## config.mk

```make
export PLATFORM = sky130hd
export DESIGN_NAME = win3x3_seq_ctrl
export DESIGN_NICKNAME = d
export VERILOG_FILES = /design/src/rtl/win3x3_seq_ctrl.sv
export SDC_FILE = /design/constraint.sdc
export NUM_CORES = 1
export LEC_CHECK = 0
export CAP_MARGIN = 20
export CORE_AREA = 3 3 78 80
export DETAILED_ROUTE_END_ITERATION = 6
export DIE_AREA = 0 0 81 83
export DONT_BUFFER_PORTS = 1
export GPL_TIMING_DRIVEN = 1
export PLACE_DENSITY = 0.74
export REMOVE_ABC_BUFFERS = 1
export SLEW_MARGIN = 0
export SYNTH_ARGS = -nofsm -noshare
export SYNTH_HDL_FRONTEND = slang
export SYNTH_SLANG_ARGS = --single-unit
```

## constraint.sdc

```tcl
create_clock -name clk -period 2.5 [get_ports clk]
set_clock_uncertainty 0.2 [all_clocks]
set_input_delay 0.375 -clock clk [delete_from_list [all_inputs] [get_ports clk]]
set_output_delay 0.375 -clock clk [all_outputs]
set_load 0.02 [all_outputs]
```

## src/rtl/win3x3_seq_ctrl.sv

```systemverilog
// Sequencer for the 3x3 neighbourhood stage: tracks input raster position, drives line-buffer
// writes, appends the bottom-pad flush and emits one registered window strobe per output pixel.
module win3x3_seq_ctrl #(
    parameter int WIDTH  = 640,
    parameter int HEIGHT = 480,
    parameter int XW     = $clog2(WIDTH + 1),
    parameter int YW     = $clog2(HEIGHT + 2)
) (
    input  logic          clk,
    input  logic          rst_n,
    input  logic          in_valid,
    input  logic          in_sof,
    output logic          in_ready,
    output logic          lb_wen,
    output logic          pad_beat,
    output logic          win_valid,
    output logic [XW-1:0] win_cx,
    output logic [YW-1:0] win_cy,
    output logic          edge_t,
    output logic          edge_b,
    output logic          edge_l,
    output logic          edge_r,
    output logic          win_sof,
    output logic          win_eof,
    output logic          frame_err,
    output logic          busy
);

    // state | meaning
    // IDLE  | waiting for an in_sof pixel; other pixels are dropped
    // RUN   | accepting the frame, one line-buffer beat per accepted pixel
    // FLUSH | WIDTH+1 pad beats (row HEIGHT, then (0,HEIGHT+1)) to drain the bottom windows
    typedef enum logic [1:0] {
        IDLE  = 2'd0,
        RUN   = 2'd1,
        FLUSH = 2'd2
    } state_t;

    localparam logic [XW-1:0] COL_LAST   = XW'(WIDTH - 1);
    localparam logic [YW-1:0] ROW_LAST   = YW'(HEIGHT - 1);
    localparam logic [XW-1:0] FLUSH_LOAD = XW'(WIDTH);

    state_t        state, state_nxt;
    logic [XW-1:0] col, col_nxt;
    logic [YW-1:0] row, row_nxt;
    logic [XW-1:0] flush_cnt, flush_nxt;
    logic [XW-1:0] beat_c;
    logic [YW-1:0] beat_r;
    logic          beat;
    logic          restart;
    logic          last_flush;

    always_ff @(posedge clk or negedge rst_n) begin
        if (!rst_n) begin
            state     <= IDLE;
            col       <= '0;
            row       <= '0;
            flush_cnt <= '0;
        end else begin
            state     <= state_nxt;
            col       <= col_nxt;
            row       <= row_nxt;
            flush_cnt <= flush_nxt;
        end
    end

    always_comb begin
        state_nxt  = state;
        flush_nxt  = flush_cnt;
        in_ready   = 1'b1;
        beat       = 1'b0;
        pad_beat   = 1'b0;
        frame_err  = 1'b0;
        restart    = 1'b0;
        last_flush = 1'b0;
        beat_c     = col;
        beat_r     = row;
        case (state)
            IDLE: begin
                if (in_valid && in_sof) begin
                    beat      = 1'b1;
                    restart   = 1'b1;
                    state_nxt = RUN;
                end
            end
            RUN: begin
                if (in_valid) begin
                    beat = 1'b1;
                    // a restart wins over FLUSH entry on the final pixel
                    if (in_sof) begin
                        restart   = 1'b1;
                        frame_err = 1'b1;
                    end else if (col == COL_LAST && row == ROW_LAST) begin
                        state_nxt = FLUSH;
                        flush_nxt = FLUSH_LOAD;
                    end
                end
            end
            FLUSH: begin
                in_ready = 1'b0;
                beat     = 1'b1;
                pad_beat = 1'b1;
                if (flush_cnt == '0) begin
                    last_flush = 1'b1;
                    state_nxt  = IDLE;
                end else begin
                    flush_nxt = flush_cnt - XW'(1);
                end
            end
            default: state_nxt = IDLE;
        endcase
        if (restart) begin
            beat_c = '0;
            beat_r = '0;
        end
    end

    always_comb begin
        col_nxt = col;
        row_nxt = row;
        if (beat) begin
            if (last_flush) begin
                col_nxt = '0;
                row_nxt = '0;
            end else if (beat_c == COL_LAST) begin
                col_nxt = '0;
                row_nxt = beat_r + YW'(1);
            end else begin
                col_nxt = beat_c + XW'(1);
                row_nxt = beat_r;
            end
        end
    end

    // Window lags its beat by one cycle to line up with line-buffer read data.
    always_ff @(posedge clk or negedge rst_n) begin
        if (!rst_n) begin
            win_valid <= 1'b0;
            win_cx    <= '0;
            win_cy    <= '0;
        end else begin
            win_valid <= 1'b0;
            if (beat) begin
                if (beat_c != '0 && beat_r != '0) begin
                    win_valid <= 1'b1;
                    win_cx    <= beat_c - XW'(1);
                    win_cy    <= beat_r - YW'(1);
                end else if (beat_c == '0 && beat_r >= YW'(2)) begin
                    win_valid <= 1'b1;
                    win_cx    <= COL_LAST;
                    win_cy    <= beat_r - YW'(2);
                end
            end
        end
    end

    assign lb_wen  = beat;
    assign busy    = (state != IDLE);
    assign edge_t  = win_valid && (win_cy == '0);
    assign edge_b  = win_valid && (win_cy == ROW_LAST);
    assign edge_l  = win_valid && (win_cx == '0);
    assign edge_r  = win_valid && (win_cx == COL_LAST);
    assign win_sof = edge_t && edge_l;
    assign win_eof = edge_b && edge_r;

endmodule

```

# [After elaboration in Yosys (flattened, before gate mapping)]
# Index checks and enable logic that the tools add are counted.
[classes] n_addsub=6 n_mul=0 n_div=0 n_lt_le_gt_ge=1 n_eq_ne=13 n_shift=0 n_mux=35 bitwise=0 reduce_logical=23
[op_table] operator="10-bit 2-to-1 mux" n=9
[op_table] operator="9-bit 2-to-1 mux" n=5
[op_table] operator="10-bit == test (second input constant)" n=3
[op_table] operator="10-bit logical NOT" n=3
[op_table] operator="10-bit case mux with 2 select lines" n=1
[op_table] operator="10-bit by 1-bit subtractor with 10-bit output (second input constant)" n=2
[op_table] operator="9-bit == test (second input constant)" n=2
[op_table] operator="1-bit 2-to-1 mux" n=12
[op_table] operator="2-bit != test (second input constant)" n=6
[op_table] operator="10-bit by 1-bit adder with 10-bit output (second input constant)" n=1
[op_table] operator="1-bit logical AND" n=10
[op_table] operator="2-bit 2-to-1 mux" n=5
[op_table] operator="5-bit AND reduction" n=2
[op_table] operator="10-bit nonzero test" n=1
[op_table] operator="9-bit by 1-bit adder with 9-bit output (second input constant)" n=1
[op_table] operator="9-bit by 2-bit greater-or-equal comparator with 1-bit output (second input constant)" n=1
[op_table] operator="9-bit logical NOT" n=1
[op_table] operator="9-bit nonzero test" n=1
[op_table] operator="9-bit by 1-bit subtractor with 9-bit output (second input constant)" n=1
[op_table] operator="9-bit by 2-bit subtractor with 9-bit output (second input constant)" n=1
[op_table] operator="2-bit case mux with 3 select lines" n=1
[op_table] operator="2-bit nonzero test" n=3
[op_table] operator="1-bit case mux with 3 select lines" n=1
[op_table] operator="2-bit by 1-bit == test with 1-bit output (second input constant)" n=1
[op_table] operator="4 further kinds" n=4
[totals] register_bits=51 latch_bits=0 mem_bits_rw=0 mem_bits_ro=0 input_bits=4 out_inout_bits=31 elab_cells=85 mem_count=0

# [Longest topological paths before layout]
# Gate-level depths: netlist of run 1.
[depth] word_depth=9 ltp_mapped=10 depth_no_buf=9

# [Worst setup path after synthesis of run 1]
# No wires, ideal clock.
[synth_path] path_type="register -> register" from="register state[1]" to="register col[2]" t_arrival_ns=2.417 setup_slack_ns=-0.238 stages_incl_launch_ff=11 n_path_buf=2 synth_period_minus_slack_ns=2.738 cell_sequence="dfrtp_1 -> nand3b_1 -> clkbuf_1 -> and2_1 -> ha_1 -> nand3_1 -> or4_1 -> clkbuf_1 -> o21ai_2 -> o21ai_1 -> a22o_1"
[synth_between] elab_chain_cells=6 elab_cells_between_ends=11
[synth_rtl] element="start, declared" line_no="43" rtl="state_t state, state_nxt;"
[synth_rtl] element="start signal, assigned" line_no="60" rtl="state <= state_nxt;"
[synth_rtl] element="2-bit by 1-bit == test with 1-bit output or 2-bit logical NOT (tied branches)" line_no="78" rtl="case (state)"
[synth_rtl] element="1-bit case mux with 2 select lines" line_no="78"
[synth_rtl] element="10-bit 2-to-1 mux" line_no="112" rtl="if (restart) begin"
[synth_rtl] element="10-bit by 1-bit adder with 10-bit output or 10-bit == test (tied branches)" line_no="129, 125"
[synth_rtl] element="10-bit 2-to-1 mux" line_no="125" rtl="end else if (beat_c == COL_LAST) begin"
[synth_rtl] element="10-bit 2-to-1 mux" line_no="122" rtl="if (last_flush) begin"
[synth_rtl] element="end signal, assigned" line_no="61" rtl="col <= col_nxt;"
[synth_rtl] element="end, declared" line_no="44" rtl="logic [XW-1:0] col, col_nxt;"
# Parallel ways exist; a longest one is shown, timed or not.
# A chain may end at the register's enable or synchronous reset.

# [Worst setup path after layout of run 1]
[layout_path] from="register state[1]" to="register row[1]"
[layout_between] elab_chain_cells=6 elab_cells_between_ends=12
[layout_rtl] element="2-bit by 1-bit == test with 1-bit output or 2-bit logical NOT (tied branches)" line_no="78"
[layout_rtl] element="1-bit case mux with 2 select lines" line_no="78"
[layout_rtl] element="9-bit 2-to-1 mux or 10-bit 2-to-1 mux (tied branches)" line_no="112"
[layout_rtl] element="9-bit by 1-bit adder with 9-bit output or 10-bit == test (tied branches)" line_no="127, 125"
[layout_rtl] element="9-bit 2-to-1 mux" line_no="125"
[layout_rtl] element="9-bit 2-to-1 mux" line_no="122"
[layout_rtl] element="end signal, assigned" line_no="62" rtl="row <= row_nxt;"
[layout_rtl] element="end, declared" line_no="45" rtl="logic [YW-1:0] row, row_nxt;"
# Parallel ways exist; a longest one is shown, timed or not.

==> results of run 1 <==
## flip-flops by register name, summed over array words and instances, names as in the netlist
name / count
col: 10
flush_cnt: 10
row: 9
state: 2
win_cx: 10
win_cy: 9
win_valid: 1
## synth_stat cells, types with 4 or more instances
library cell and count:
nor2_1 24, and2_1 5, a21oi_1 7, a211oi_1 4, clkbuf_1 19, xor2_1 7
nand2b_1 4, nand2_1 18, o22a_1 6, mux2_2 8, dfrtp_1 51, inv_1 17
a31oi_1 5, xnor2_1 10, o21ai_0 15, a31o_2 5, nor3_1 13, nand3_1 20
or2_2 4, a22o_1 7, nand4_1 14, and3_1 6, nor4_1 9, nor4b_1 4
a32o_1 4
## worst paths after layout
path,slack (ps),endpoint,cells after the start,start
max,90,row[1],9,state[1]
max reg2reg,90,row[1],9,state[1]
min,20,state[0],2,in_valid
min reg2reg,350,col[9],1,col[9]
min in group asynchronous,360,win_cx[3],2,rst_n
max in group asynchronous,1490,col[1],2,rst_n
## critical path, delay by kind of cell (launching register included)
kind	cells	cell delay, ps
buffers and inverters	1	140
adder cells (fa/ha/maj)	1	140
AO/OA/AOI/OAI	2	340
AND/OR/NAND/NOR	5	1130
flip-flops	1	360
## through the flow
stage | hold slack [ps] | setup TNS [ps] | cell area [um^2] | cells
global route | 25.1 | -72.0 | 3760 | 454
CTS | 11.5 | 0 | 3620 | 448
detailed placement | -119 | -1070 | 3480 | 438
floorplan | -121 | -19210 | 3030 | 318
global placement | -119 | -54.4 | 3480 | 438
finish | 20.3 | 0 | 3760 | 454
## logic make-up (layout without fill, tap and decap cells)
logic type / count (synthesis) / count (layout) / synth area share [%]
mux: 11 / 11 / 4.02
simple gates: 145 / 145 / 26.9
fa+ha+maj: 3 / 3 / 1.21
flops: 51 / 51 / 41.0
buf+inv: 39 / 81 / 4.82
compound gates: 74 / 74 / 17.3
xor+xnor: 17 / 17 / 4.78
## power by group through the flow
stage                     clock network [mW]  logic [mW]  registers (mW)
after detailed placement                   0       0.460            1.16
after CTS                              0.485       0.489            1.14
final                                  0.469       0.519            1.14
after floorplan                            0       0.307            1.13
after global routing                   0.518       0.567            1.16
after global placement                     0       0.445            1.15
## per-layer routing
| metal | wire [um] | vias to the layer above | global-route usage, % |
|---|---|---|---|
| li1 | - | 1351 | - |
| met1 | 3390 | 1348 | 31.7 |
| met2 | 3830 | 87 | 36.1 |
| met3 | 437 | 15 | 4.56 |
| met4 | 160 | 0 | 9.98 |
| met5 | 0 | - | 0 |
## area by class of cell
type / count / area, um^2 / area share (%)
multi-input combinational: 250 / 1790 / 47.7
sequential: 51 / 1280 / 33.9
inverter: 17 / 63.8 / 1.70
tap: 72 / 90.1 / 2.40
timing repair buffer: 56 / 454 / 12.1
clock buffer: 5 / 68.8 / 1.83
clock inverter: 3 / 15.0 / 0.399
## repair_timing
item	in CTS	in global routing
resized for setup	2	26
endpoints found under the setup margin	19	37
pin swaps	0	6
hold endpoints to repair	51	0
setup buffers	0	6
hold buffers	2	0
==> results.toml, run 1 <==
[synthesis]
synth_flop_cell = "dfrtp_1"
synth_warnings = 0
synth_cell_types = 55
yosys-top-cells-area = "dfrtp_1 (41%), nand3_1 (3.2%), mux2_2 (2.9%)"
ys_ff_latch = 51
syn_inst = 340
ys_seq_area_share_pct = 41.0
synthArstFlopShare_pct = 100
yosysTopAreaCell = "dfrtp_1"
avgSynthCellArea_um2 = 9.16
synth_edf_count = 0
synthesis.area_um2 = 3110
synth_top_cell_area_share_pct = 41.0

[die]
die-area_um2 = 6720
rows = 27
core_um2 = 5470
die_w_um = 81
die_h_um = 83
initial_utilization_pct = 56.9
num_io_pins = 35

[clocking]
cts_buffers = 5
clkLatencyLatePin_ps = 310
clk_path_buf_depth = 2
cts_max_level = 2
cts.sinks = 51
clk_pin_slew_ps = 90
cts_tree = "built"
root_buffer = "clkbuf_8"

[grt]
grt_max_degree = 52
gr-total-overflow = 0
grtUsageTotal_pct = 23.4
grt_pass1_wl_um = 12600
antenna_found_initial = 0
grt_pass1_vias = 2702

[pwr]
internal_power_mw = 1.36
p_per_area_nw_per_um2 = 566
total_power_mw = 2.13
p_comb_share_pct = 24.4
switchingPower_mw = 0.765
p_sw_share_pct = 36.0
power_leakage_nw = 1.54
peakVddDrop_uv = 362
clkPwrFrac_pct = 22.0
sequentialPowerShare_pct = 53.6

[critical_path]
required_ps = 2500
cpMaxStageDelayCell = "or4_4"
cp_cell_sequence = "nand3b_1, buf_6, and2_4, ha_4, nand3_2, or4_4, o21ai_4, nand2_2, a22o_1"
crit_arrival_ps = 2410
path_class = "reg -> reg"
path_max_fanout = 7
slowest_delay_ps = 580
endpoint_kind = "flip-flop"
start_kind = "flip-flop"

[final_layout]
final_util_pct = 68.7
final_cell_mix = "dfrtp_1 (51), buf_4 (51), nor2_1 (22), nand3_1 (19)"
drive_above_1_share_pct = 28.5
synthToLayoutAreaGrowth_pct = 20.7
nFillCells = 436
antennaDiodeCount = 0
final_net_count = 388

[placement]
portBuffers = 0
place_congestion = 0.872
pre_cts_slack_ps = -112
hpwlAfterDp_um = 5620

[sta]
setup_slack_ps = 87.3
fin_crit_ps = 2410
finalMaxSlewViolations = 0
slew_headroom_pct = 64.4
maxClockFrequency_ghz = 0.414
post-route-period-util_pct = 96.5
setup_viol = 0
worstMarginPinSlew_ps = 530
finalHoldViolCount = 0

[route]
first_pass_iters = 4
avgRoutedWirePerCell_um = 17.2
ant_nets = 0
vias_per_cell = 6.17
first_iter_violations = 163
drc = 0
wirelength_um = 7810
dr_total_vias = 2801

[worst_hold_path]
holdCritPathClass = "in -> reg"

[status]
status = "finished clean"

[run]
max-cap-violations = 0
Power figures use the tool's default switching activity.
==> run 2: changes to the inputs <==
--- a/config.mk
+++ b/config.mk
@@ -7,13 +7,14 @@
 export LEC_CHECK = 0
 export CAP_MARGIN = 20
 export CORE_AREA = 3 3 78 80
+export CTS_BUF_LIST = sky130_fd_sc_hd__clkbuf_16
 export DETAILED_ROUTE_END_ITERATION = 6
 export DIE_AREA = 0 0 81 83
 export DONT_BUFFER_PORTS = 1
 export GPL_TIMING_DRIVEN = 1
 export PLACE_DENSITY = 0.74
 export REMOVE_ABC_BUFFERS = 1
-export SLEW_MARGIN = 0
+export SKIP_CTS_REPAIR_TIMING = 1
 export SYNTH_ARGS = -nofsm -noshare
 export SYNTH_HDL_FRONTEND = slang
 export SYNTH_SLANG_ARGS = --single-unit
==> run 2 against run 1 <==
Clock power rose by 42%. Combinational power barely moved. Power rose by 9.3%. Cell area rose by 0.83%. Via count rose by 1.7%. Sequential power barely moved. Largest cell class unchanged. Largest power group unchanged.
==> results.toml, run 2 (synthesis gave the netlist of run 1 again) <==
[status]
status = "finished clean"

[worst_hold_path]
hold_depth = 2
hold_start = "in_valid"
holdCritPathClass = "in -> reg"
holdPathEnd = "state[0]"

[clocking]
cts_max_level = 2
cts.sinks = 51
clk_pin_slew_ps = 70
root_buffer = "clkbuf_16"
cts_tree = "built"
cts_buffers = 5
clkLatencyLatePin_ps = 290
clk_path_buf_depth = 2

[sta]
finalMaxSlewViolations = 0
slew_headroom_pct = 63.6
setup_viol = 0
worstMarginPinSlew_ps = 541
post-route-period-util_pct = 99.2
rsz0062_at_grt = "yes"
maxClockFrequency_ghz = 0.403
finalHoldViolCount = 0
fin_crit_ps = 2480
hold_slack_ps = 40.1

[route]
drc = 0
first_pass_iters = 4
first_iter_violations = 343
ant_nets = 0
avgRoutedWirePerCell_um = 17.4
vias_per_cell = 6.29
dr_total_vias = 2850
wirelength_um = 7870

[pwr]
sequentialPowerShare_pct = 49.1
p_per_area_nw_per_um2 = 614
clkPwrFrac_pct = 28.6
internal_power_mw = 1.54
power_leakage_nw = 1.56
switchingPower_mw = 0.788
peakVddDrop_uv = 365
p_sw_share_pct = 33.9
total_power_mw = 2.33
p_comb_share_pct = 22.3

[grt]
grtUsageMet2_pct = 36.3
busiest_layer = "met2"
grt_max_degree = 52
grtUsageTotal_pct = 23.6
grt_pass1_vias = 2731
met1_usage_pct = 31.8
antenna_found_initial = 0
grt_use_met3_pct = 4.56
grt_pass1_wl_um = 12700
gr-total-overflow = 0

[critical_path]
rr_endpoint = "win_cy[4]"
r2r_setup_slack_ps = 20
endpoint_kind = "flip-flop"
crit_arrival_ps = 2460
cp-startpoint = "state[1]"
r2r_cells = 11
path_class = "reg -> reg"
path_max_fanout = 7
required_ps = 2480
start_kind = "flip-flop"
reg2reg_from = "state[1]"

[final_layout]
synthToLayoutAreaGrowth_pct = 21.7
final_net_count = 387
nFillCells = 432
final_cells = 453
reg_top3 = "col x10, flush_cnt x10, win_cx x10"
antennaDiodeCount = 0
drive_above_1_share_pct = 26.8
final_util_pct = 69.3
design_area_um2 = 3790
final_cell_mix = "dfrtp_1 (51), buf_4 (50), nor2_1 (23), nand3_1 (19), nand2_1 (17)"
final_common_cell = "dfrtp_1"

[die]
core_um2 = 5470
die_h_um = 83
rows = 27
initial_utilization_pct = 56.9
num_io_pins = 35
die_w_um = 81
die-area_um2 = 6720

[placement]
hpwlAfterDp_um = 5620
portBuffers = 0
place_congestion = 0.872
placed_cell_area_um2 = 3480
dp.cells = 438

[run]
max-cap-violations = 0
==> run 2: changes by cell type in the layout (fill, tap and decap cells not counted), sizes merged <==
cell and delta:
buf -1
==> run 2: routing by layer <==
layer | up-vias | routed length, um
met1 | 1386 | 3430
met3 | 16 | 423
met2 | 101 | 3830
met4 | 0 | 191
met5 | - | 0
li1 | 1347 | -
==> run 2: how the worst max path moves through the flow <==
stage | to | slack, ps | cells past startpoint
after floorplan | win_cy[0] | -1040 | 8
after global placement | win_cy[6] | -40 | 10
after detailed placement | win_cy[6] | -110 | 10
after CTS | win_cy[6] | -110 | 10
after global routing | win_cy[3] | -90 | 11
final | win_cy[4] | 20 | 11
==> run 2: power groups by stage <==
stage / logic [mW] / clock network, mW / registers [mW]
after floorplan: 0.307 / 0 / 1.13
after global placement: 0.445 / 0 / 1.15
after detailed placement: 0.460 / 0 / 1.16
after CTS: 0.465 / 0.679 / 1.14
after global routing: 0.565 / 0.710 / 1.16
final: 0.520 / 0.666 / 1.14
==> run 2: critical path, stage by stage, from the launching register on <==
cell and delay (ps):
dfrtp_1 340, nand3b_1 170, buf_4 140, nand2_1 60, ha_2 200, nor4b_2 150, buf_4 150, inv_1 90
mux2i_4 90, a211oi_4 270, buf_6 170, mux2_2 330
==> run 2: final cells by class <==
type,instances,area (um^2),share of cell area [%]
clock buffers,5,125,3.30
clock inverters,3,15.0,0.396
inverters,17,63.8,1.68
multi-input cells,250,1770,46.8
flip-flops and latches,51,1280,33.7
well taps,72,90.1,2.38
repair buffers,55,447,11.8
==> run 2: per-stage QoR <==
step | TNS, ps | worst slack (ps)
after detailed placement | -1070 | -112
after CTS | -932 | -108
after global placement | -54.4 | -35.3
after floorplan | -19210 | -1040
after global routing | -734 | -88.9
final | 0 | 19.4
==> run 3: changes to the inputs <==
--- a/config.mk
+++ b/config.mk
@@ -6,12 +6,13 @@
 export NUM_CORES = 1
 export LEC_CHECK = 0
 export CAP_MARGIN = 20
-export CORE_AREA = 3 3 78 80
+export CORE_AREA = 2 2 77 79
 export CTS_BUF_LIST = sky130_fd_sc_hd__clkbuf_16
 export DETAILED_ROUTE_END_ITERATION = 6
-export DIE_AREA = 0 0 81 83
+export DIE_AREA = 0 0 79 81
 export DONT_BUFFER_PORTS = 1
 export GPL_TIMING_DRIVEN = 1
+export MAX_ROUTING_LAYER = met4
 export PLACE_DENSITY = 0.74
 export REMOVE_ABC_BUFFERS = 1
 export SKIP_CTS_REPAIR_TIMING = 1
==> run 3 against run 2 <==
Fmax grew 1.2%. Global-route usage grew 2.5 points. First-iteration DRC count down 21%. Setup slack better by 29 ps. Register-to-register slack improved by 30 ps. Combinational power increased by 0.8%. Final cell count rose by 0.66%. Cell area increased by 1.5%. Hold slack about the same. Largest power group unchanged. Highest routed layer unchanged.
==> results.toml, run 3 (synthesis gave the netlist of run 1 again) <==
[status]
status = "finished clean"

[pwr]
peakVddDrop_uv = 303
clkPwrFrac_pct = 28.0
power_leakage_nw = 1.58
p_sw_share_pct = 33.6
sequentialPowerShare_pct = 49.3
internal_power_mw = 1.54
p_per_area_nw_per_um2 = 601
p_comb_share_pct = 22.7
total_power_mw = 2.31
switchingPower_mw = 0.777

[worst_hold_path]
holdCritPathClass = "in -> reg"
hold_start = "in_sof"

[grt]
antenna_found_initial = 0
grtUsageTotal_pct = 26.1
grt_max_degree = 52
grt_pass1_wl_um = 12700
grt_pass1_vias = 2746
gr-total-overflow = 0

[critical_path]
path_class = "reg -> reg"
endpoint_kind = "flip-flop"
path_max_fanout = 7
start_kind = "flip-flop"
crit_arrival_ps = 2430
reg2reg_from = "state[1]"
r2r_cells = 9
r2r_setup_slack_ps = 50
cp-startpoint = "state[1]"
rr_endpoint = "col[2]"
required_ps = 2480
crit_end = "col[2]"

[die]
die_w_um = 79
num_io_pins = 35
core_um2 = 5680
die-area_um2 = 6400
die_h_um = 81
rows = 28
initial_utilization_pct = 54.9

[placement]
pre_cts_slack_ps = -111
portBuffers = 0
place_congestion = 0.892
hpwlAfterDp_um = 5670

[final_layout]
nFillCells = 454
multi_input_area_um2 = 1820
antennaDiodeCount = 0
drive_above_1_share_pct = 27.3
synthToLayoutAreaGrowth_pct = 23.5
final_net_count = 388
final_cell_mix = "dfrtp_1 (51), buf_4 (51), nor2_1 (23), nand3_1 (19), inv_1 (16)"
reg_top3 = "col x10, flush_cnt x10, win_cx x10"
regArea_um2 = 1280
final_util_pct = 67.8

[run]
max-cap-violations = 0

[sta]
finalHoldViolCount = 0
slew_headroom_pct = 62.3
maxClockFrequency_ghz = 0.408
fin_crit_ps = 2450
setup_slack_ps = 48.1
finalMaxSlewViolations = 0
setup_viol = 0
tns_ps = 0
worstMarginPinSlew_ps = 561
hold_slack_ps = 39.6
post-route-period-util_pct = 98.1

[clocking]
clk_pin_slew_ps = 60
cts.sinks = 51
cts_tree = "built"
clkLatencyLatePin_ps = 290
root_buffer = "clkbuf_16"
cts_buffers = 5
cts_max_level = 2
clk_path_buf_depth = 2

[route]
ant_nets = 0
first_iter_violations = 272
wirelength_um = 8030
drc = 0
vias_per_cell = 6.38
first_pass_iters = 6
dr_total_vias = 2911
avgRoutedWirePerCell_um = 17.6
==> run 3: worst min-delay path by stage <==
stage                   endpoint  slack (ps)  depth (start not counted)
finish                  state[0]          40                          2
global route            state[0]          60                          2
CTS                 flush_cnt[8]        -430                          0
detailed placement     win_cx[4]        -120                          0
global placement       win_cx[2]        -120                          0
floorplan                 col[0]        -120                          0
==> run 3: per-stage QoR <==
step | cell area [um^2] | instances
floorplan | 3030 | 318
global placement | 3490 | 441
detailed placement | 3490 | 441
CTS | 3620 | 448
global route | 3850 | 456
finish | 3850 | 456
==> run 3: cell type report <==
| type | count | area share, % |
|---|---|---|
| flip-flops and latches | 51 | 33.2 |
| clock buffers | 5 | 3.25 |
| repair buffers | 56 | 12.0 |
| clock inverters | 2 | 0.228 |
| well taps | 75 | 2.44 |
| multi-input cells | 250 | 47.2 |
| inverters | 17 | 1.66 |
==> run 3: power groups by stage <==
stage / registers, mW / clock network (mW) / logic [mW]
floorplan: 1.13 / 0 / 0.307
global placement: 1.15 / 0 / 0.448
detailed placement: 1.16 / 0 / 0.466
CTS: 1.14 / 0.656 / 0.467
global route: 1.16 / 0.685 / 0.570
finish: 1.14 / 0.648 / 0.524
==> run 3: critical path: stages (launching register included) <==
cell and delay, ps:
dfrtp_1 340, nand3b_1 220, buf_6 180, and2_4 160, ha_4 130, nand3_2 80, or4_4 580, o21ai_4 140
o21ai_1 90, a22o_1 230
==> run 3: metal layers <==
metal | share of wire (%) | vias to the layer above | GRT usage, %
li1 | - | 1343 | -
met3 | 6.9 | 14 | 4.22
met1 | 42 | 1418 | 32.4
met4 | 1.6 | 0 | 9.48
met2 | 49 | 136 | 43.5
met5 | 0 | - | -
